$ cat src/rtl/usb_out_ep_pkt_fifo_pkg.sv
// Shared types for the USB OUT endpoint packet FIFO.
// Write-side state encodings and the full-speed packet ceiling.
package usb_out_ep_pkt_fifo_pkg;

  typedef enum logic [1:0] {
    USB_OUT_IDLE    = 2'd0,
    USB_OUT_CAPTURE = 2'd1,
    USB_OUT_COMMIT  = 2'd2
  } usb_out_state_e;

  localparam int USB_MAX_PKT_BYTES = 64;

endpackage

$ cat src/rtl/usb_out_ep_pkt_mem.sv
// Packet storage: NUM_BUFS buffers of DEPTH bytes plus per-buffer length.
// One synchronous write port, one asynchronous (fall-through) read port.
module usb_out_ep_pkt_mem
  import usb_out_ep_pkt_fifo_pkg::*;
#(
  parameter int DEPTH    = 32,
  parameter int NUM_BUFS = 4,
  parameter int AW       = $clog2(DEPTH),
  parameter int BW       = $clog2(NUM_BUFS)
) (
  input  logic          clk,
  input  logic          wr_en,
  input  logic [BW-1:0] wr_buf,
  input  logic [AW-1:0] wr_addr,
  input  logic [7:0]    wr_data,
  input  logic          len_we,
  input  logic [BW-1:0] len_buf,
  input  logic [AW:0]   len_val,
  input  logic [BW-1:0] rd_buf,
  input  logic [AW-1:0] rd_addr,
  output logic [7:0]    rd_data,
  output logic [AW:0]   rd_len
);

  logic [7:0] mem [NUM_BUFS*DEPTH];
  logic [AW:0] len [NUM_BUFS];

  always_ff @(posedge clk) begin
    if (wr_en) mem[{wr_buf, wr_addr}] <= wr_data;
    if (len_we) len[len_buf] <= len_val;
  end

  assign rd_data = mem[{rd_buf, rd_addr}];
  assign rd_len  = len[rd_buf];

endmodule

$ cat src/rtl/usb_out_ep_pkt_fifo.sv
// USB OUT endpoint receive buffer: captures host packets into a ring of
// packet buffers and replays them in order as a byte stream with last.
module usb_out_ep_pkt_fifo
  import usb_out_ep_pkt_fifo_pkg::*;
#(
  parameter int MAX_OUT_PACKET_SIZE = 32,
  parameter int NUM_BUFS            = 4
) (
  input  logic                       clk,
  input  logic                       reset,
  output logic                       out_ep_req,
  input  logic                       out_ep_grant,
  input  logic                       out_ep_data_avail,
  input  logic                       out_ep_setup,
  output logic                       out_ep_data_get,
  input  logic [7:0]                 out_ep_data,
  output logic                       out_ep_stall,
  input  logic                       out_ep_acked,
  input  logic                       flush,
  output logic [7:0]                 rd_data,
  output logic                       rd_valid,
  output logic                       rd_last,
  input  logic                       rd_ready,
  output logic [$clog2(NUM_BUFS):0]  buf_count,
  output logic                       pkt_dropped
);

  localparam int AW = $clog2(MAX_OUT_PACKET_SIZE);
  localparam int BW = $clog2(NUM_BUFS);
  localparam int CW = BW + 1;
  localparam logic [AW+1:0] PKT_MAX  = (AW+2)'(MAX_OUT_PACKET_SIZE);
  localparam logic [CW-1:0] BUF_FULL = CW'(NUM_BUFS);

  if (MAX_OUT_PACKET_SIZE < 8 || MAX_OUT_PACKET_SIZE > USB_MAX_PKT_BYTES ||
      (MAX_OUT_PACKET_SIZE & (MAX_OUT_PACKET_SIZE - 1)) != 0) begin : g_bad_max
    $error("MAX_OUT_PACKET_SIZE must be a power of 2 in 8..64");
  end
  if (NUM_BUFS < 2 || NUM_BUFS > 8 ||
      (NUM_BUFS & (NUM_BUFS - 1)) != 0) begin : g_bad_bufs
    $error("NUM_BUFS must be a power of 2 in 2..8");
  end

  usb_out_state_e state;
  logic [AW:0]    wr_ptr;
  logic [BW-1:0]  wr_buf;
  logic [BW-1:0]  rd_buf;
  logic [AW-1:0]  rd_ptr;
  logic [AW:0]    rd_len;
  logic           data_valid;
  logic           setup_seen;
  logic           room;
  logic           drop;
  logic           commit;
  logic           xfer;
  logic           pop;
  logic           unused_acked;

  assign unused_acked = out_ep_acked;

  // Count the byte still in flight so a buffer never over-fills.
  assign room = ({1'b0, wr_ptr} + (AW+2)'(data_valid)) < PKT_MAX;

  // Inside CAPTURE, requests continue only while bytes keep streaming.
  assign out_ep_req = !reset && !flush && (buf_count < BUF_FULL) &&
                      ((state == USB_OUT_IDLE) ||
                       (state == USB_OUT_CAPTURE && data_valid));

  assign out_ep_data_get = out_ep_req & out_ep_grant &
                           out_ep_data_avail & room;
  assign out_ep_stall = 1'b0;

  assign drop   = setup_seen | (data_valid & out_ep_setup);
  assign commit = (state == USB_OUT_COMMIT) && !pkt_dropped;

  assign rd_valid = (buf_count != '0);
  assign rd_last  = rd_valid && ({1'b0, rd_ptr} == rd_len - (AW+1)'(1));
  assign xfer     = rd_valid & rd_ready;
  assign pop      = xfer & rd_last;

  usb_out_ep_pkt_mem #(
    .DEPTH    (MAX_OUT_PACKET_SIZE),
    .NUM_BUFS (NUM_BUFS)
  ) u_mem (
    .clk     (clk),
    .wr_en   (data_valid & !flush & !reset),
    .wr_buf  (wr_buf),
    .wr_addr (wr_ptr[AW-1:0]),
    .wr_data (out_ep_data),
    .len_we  (commit),
    .len_buf (wr_buf),
    .len_val (wr_ptr),
    .rd_buf  (rd_buf),
    .rd_addr (rd_ptr),
    .rd_data (rd_data),
    .rd_len  (rd_len)
  );

  always_ff @(posedge clk) begin
    if (reset || flush) begin
      state       <= USB_OUT_IDLE;
      wr_ptr      <= '0;
      wr_buf      <= '0;
      rd_buf      <= '0;
      rd_ptr      <= '0;
      buf_count   <= '0;
      data_valid  <= 1'b0;
      setup_seen  <= 1'b0;
      pkt_dropped <= 1'b0;
    end else begin
      data_valid  <= out_ep_data_get;
      pkt_dropped <= 1'b0;
      if (data_valid) wr_ptr <= wr_ptr + (AW+1)'(1);
      unique case (state)
        USB_OUT_IDLE: begin
          setup_seen <= 1'b0;
          if (out_ep_data_get) state <= USB_OUT_CAPTURE;
        end
        USB_OUT_CAPTURE: begin
          setup_seen <= drop;
          if (!out_ep_data_get) begin
            state       <= USB_OUT_COMMIT;
            pkt_dropped <= drop;
          end
        end
        USB_OUT_COMMIT: begin
          wr_ptr <= '0;
          if (!pkt_dropped) wr_buf <= wr_buf + BW'(1);
          state <= USB_OUT_IDLE;
        end
        default: state <= USB_OUT_IDLE;
      endcase
      if (xfer) begin
        if (rd_last) begin
          rd_ptr <= '0;
          rd_buf <= rd_buf + BW'(1);
        end else begin
          rd_ptr <= rd_ptr + AW'(1);
        end
      end
      buf_count <= buf_count + CW'(commit) - CW'(pop);
    end
  end

endmodule

$ cat config.mk
export PLATFORM = sky130hd
export DESIGN_NAME = usb_out_ep_pkt_fifo
export DESIGN_NICKNAME = d
export VERILOG_FILES = /design/src/rtl/usb_out_ep_pkt_fifo_pkg.sv /design/src/rtl/usb_out_ep_pkt_mem.sv /design/src/rtl/usb_out_ep_pkt_fifo.sv
export SDC_FILE = /design/constraint.sdc
export NUM_CORES = 1
export LEC_CHECK = 0
export BUFFER_PORTS_ARGS = -buffer_cell sky130_fd_sc_hd__buf_4
export CAP_MARGIN = 40
export CORE_ASPECT_RATIO = 0.6
export CORE_MARGIN = 2
export CORE_UTILIZATION = 25
export CTS_CLUSTER_DIAMETER = 30
export DETAILED_ROUTE_END_ITERATION = 8
export PLACE_DENSITY = 0.39
export SYNTH_ARGS = -nofsm -noshare
export SYNTH_HDL_FRONTEND = slang
export SYNTH_SLANG_ARGS = --single-unit
$ cat constraint.sdc
create_clock -name clk -period 4.01 [get_ports clk]
set_clock_uncertainty 0.1 [all_clocks]
set_input_delay 0.802 -clock clk [delete_from_list [all_inputs] [get_ports clk]]
set_output_delay 0.802 -clock clk [all_outputs]
set_load 0.05 [all_outputs]
==> key figures <==
Run status
  • Status: complete, but fails checks
  • Failing checks: negative setup slack

Setup path
  • WP buf/inv: 4
  • Setup crit start: rd_ptr[0]
  • CP peak stage delay: 0.56 ns
  • Worst path slowest cell: mux4_2
  • CP Launch Type: register
  • Critical path cell sequence: buf_12 -> buf_12 -> mux4_2 -> a2111o_1 -> o221ai_2 -> buf_4 -> nor2_2 -> or4_4 -> buf_8
  • Worst Path Class, Setup: reg2out
  • Most used cell, CP: buf_12
  • Crit path capture type: output port
  • Largest delay share family, worst path: buffers and inverters
  • WP data required: 3.11 ns
  • WP data arrival: 3.65 ns
  • Worst-path fanout max: 8

STA
  • Final period utilization: 114%
  • Fin. Hold Viols: 0
  • Post-route minimum period: 4.55 ns
  • Worst setup margin: -0.544 ns
  • Pins Over Slew Limit: 0
  • Slew HR: 35.9%
  • Max Freq: 220 MHz
  • Final setup violation count: 8
  • Worst-margin pin slew: 0.962 ns
  • RSZ-0062 raised after global routing: yes

Logic synthesis
  • Seq/Total Area, Yosys: 75.9%
  • Post-synth top area cell: edfxtp_1
  • Async SR Flop Fraction: 0%
  • Post-Synthesis Cells: 2094
  • Synthesis Warnings: 0
  • Syn nets: 2120
  • Share of the synthesized area in the top cell type: 74.7%
  • Post-synth EDFFs: 1048
  • Seq cells post-synth: 1073
  • Mapped Area: 0.0421 sq mm
  • Netlist cell types: 63
  • Most used DFF post-synth: edfxtp_1
  • Ranking of synthesized cells by area: edfxtp_1 (75%), mux4_2 (12%), mux2i_1 (3.9%)
  • Syn avg cell area: 20.1 sq um

Global route
  • Antenna violations before repair: 6
  • Overall Global Routing Usage: 14.3%
  • Number of global-route vias before repair: 23200
  • First-pass GRT wire length: 174 mm
  • Largest net degree at the start of global routing: 89
  • GRT overflow: 0

Cells and area
  • Area delta synth->final: 30.2%
  • Register Area: 0.0320 sq mm
  • Commonest non-fill, non-tap cell in the layout: edfxtp_1
  • Commonest cells after routing, fill and taps aside: edfxtp_1 (1048), buf_4 (308), mux4_2 (219)
  • Utilization after layout: 32.8%
  • Fill cells: 15800
  • Multi-input logic area: 0.00996 sq mm
  • Net count, final: 2565
  • Layout cell share with drive strength beyond 1: 36.9%

Clock tree
  • CTS Buf Count: 181
  • Htree depth: 4
  • CTS tree: done
  • CTS Buffer Depth: 4
  • Root buf cell: clkbuf_16
  • Clk_lat worst skew: 0.77 ns
  • CTS hold repair buffers: 0
  • Clock sinks: 1073
  • Clock transition at path regs: 0.05 ns

Drt
  • Routed WL per cell: 25.1 microns
  • Final WL: 124 mm
  • Vias: 22400
  • Initial drt markers: 1969
  • Pre-Repair DR Iteration Count: 8
  • Post-route DRC: 0
  • Vias per inst: 4.54
  • Final antenna-violating net count: 0

Min path
  • Worst min-delay path class: in2reg
  • Hold wc startpoint: out_ep_setup

Die
  • Initial core utilization: 25.2%
  • Die W: 534 microns
  • Std cell rows: 116
  • Core Area: 0.167 sq mm
  • DIE HEIGHT: 322 microns
  • IO Pins: 33
  • Die area: 0.172 sq mm

Placed design
  • Routability cong.: 0.755
  • Port Buffers: 30
  • Detailed placement HPWL: 78.2 mm

Power
  • Total power: 28.3 mW
  • Leak pwr: 17.2 nW
  • Worst vdd ir: 0.352 mV
  • PwrDens: 516 mW/mm^2

Run
  • Max Cap Viol: 0
## layout make-up
class / instances / area share [%]
antenna: 3 / 0.0137
clock buffer: 213 / 8.71
clock inverter: 110 / 2.52
inverter: 12 / 0.0821
multi-input combinational: 882 / 18.2
sequential: 1073 / 58.3
tap: 2242 / 5.12
timing repair buffer: 389 / 7.04
## routing by layer
metal | vias to the layer above | track usage [%] | part of all wire, %
met2 | 633 | 20.6 | 43
li1 | 9595 | - | -
met3 | 179 | 3.33 | 6.2
met1 | 12000 | 21.5 | 49
met5 | - | 0 | 0
met4 | 0 | 3.35 | 1.9
## cells in the mapped netlist (9+ instances only)
library cell,number
nand2_1,37
edfxtp_1,1048
nor2b_1,10
buf_4,28
ha_1,9
o21ai_0,30
nor2_1,176
buf_2,27
a21oi_1,13
mux4_2,219
clkbuf_1,59
buf_1,12
nand3_1,16
o22ai_1,25
inv_1,11
dfxtp_1,25
mux2i_1,165
and2_1,9
a211oi_1,25
o221ai_1,21
## where the power goes
group | switching, mW | leakage [nW] | total, mW | internal, mW
logic | 0.232 | 4.63 | 0.280 | 0.0477
registers | 0.00231 | 9.61 | 12.3 | 12.3
clock network | 5.44 | 2.96 | 15.7 | 10.2
## cell families after synthesis
group	synth area share, %
xor+xnor	0.312
compound gates	2.80
flops	75.9
other cells	0.00891
mux	15.8
fa+ha+maj	0.315
buf+inv	1.59
simple gates	3.30
## sequential cells by signal (all words and copies together), names as in the netlist, named ones only
name         flops
rd_ptr           5
pkt_dropped      1
wr_buf           2
buf_count        3
state            2
u_mem.mem     1024
u_mem.len       24
data_valid       1
setup_seen       1
rd_buf           2
wr_ptr           6
## path summary, 6_finish.rpt
| path | to | cells after the start | slack [ns] |
|---|---|---|---|
| setup reg to reg | buf_count[2] | 17 | 0.33 |
| setup / recovery | rd_data[7] | 9 | -0.54 |
| hold / removal | setup_seen | 3 | 0.21 |
| hold reg to reg | setup_seen | 2 | 0.39 |
## metrics by stage
stage	area, sq um	setup WS (ns)	hold WS [ns]	TNS (ns)	instances
floorplan	42100	0.0253	0.338	0	2094
global placement	47200	-0.395	0.364	-0.876	4539
detailed placement	47400	-0.351	0.377	-0.630	4546
CTS	54700	-0.584	0.158	-4.26	4918
global route	54800	-0.611	0.203	-4.49	4922
finish	54800	-0.544	0.209	-3.68	4924
## worst min-delay path, delay by kind of cell
| kind | cells | cell delay (ns) |
|---|---|---|
| compound gates | 1 | 0.07 |
| simple gates | 1 | 0.08 |
| buf+inv | 1 | 0.09 |
## repair_timing
item / in CTS / in global routing
cloned: 7 / 1
resized for setup: 132 / 37
setup buffers: 45 / 7
pin swaps: 24 / 16
setup endpoints to repair: 9 / 9
Note: power is estimated with default switching activity, not from simulation.
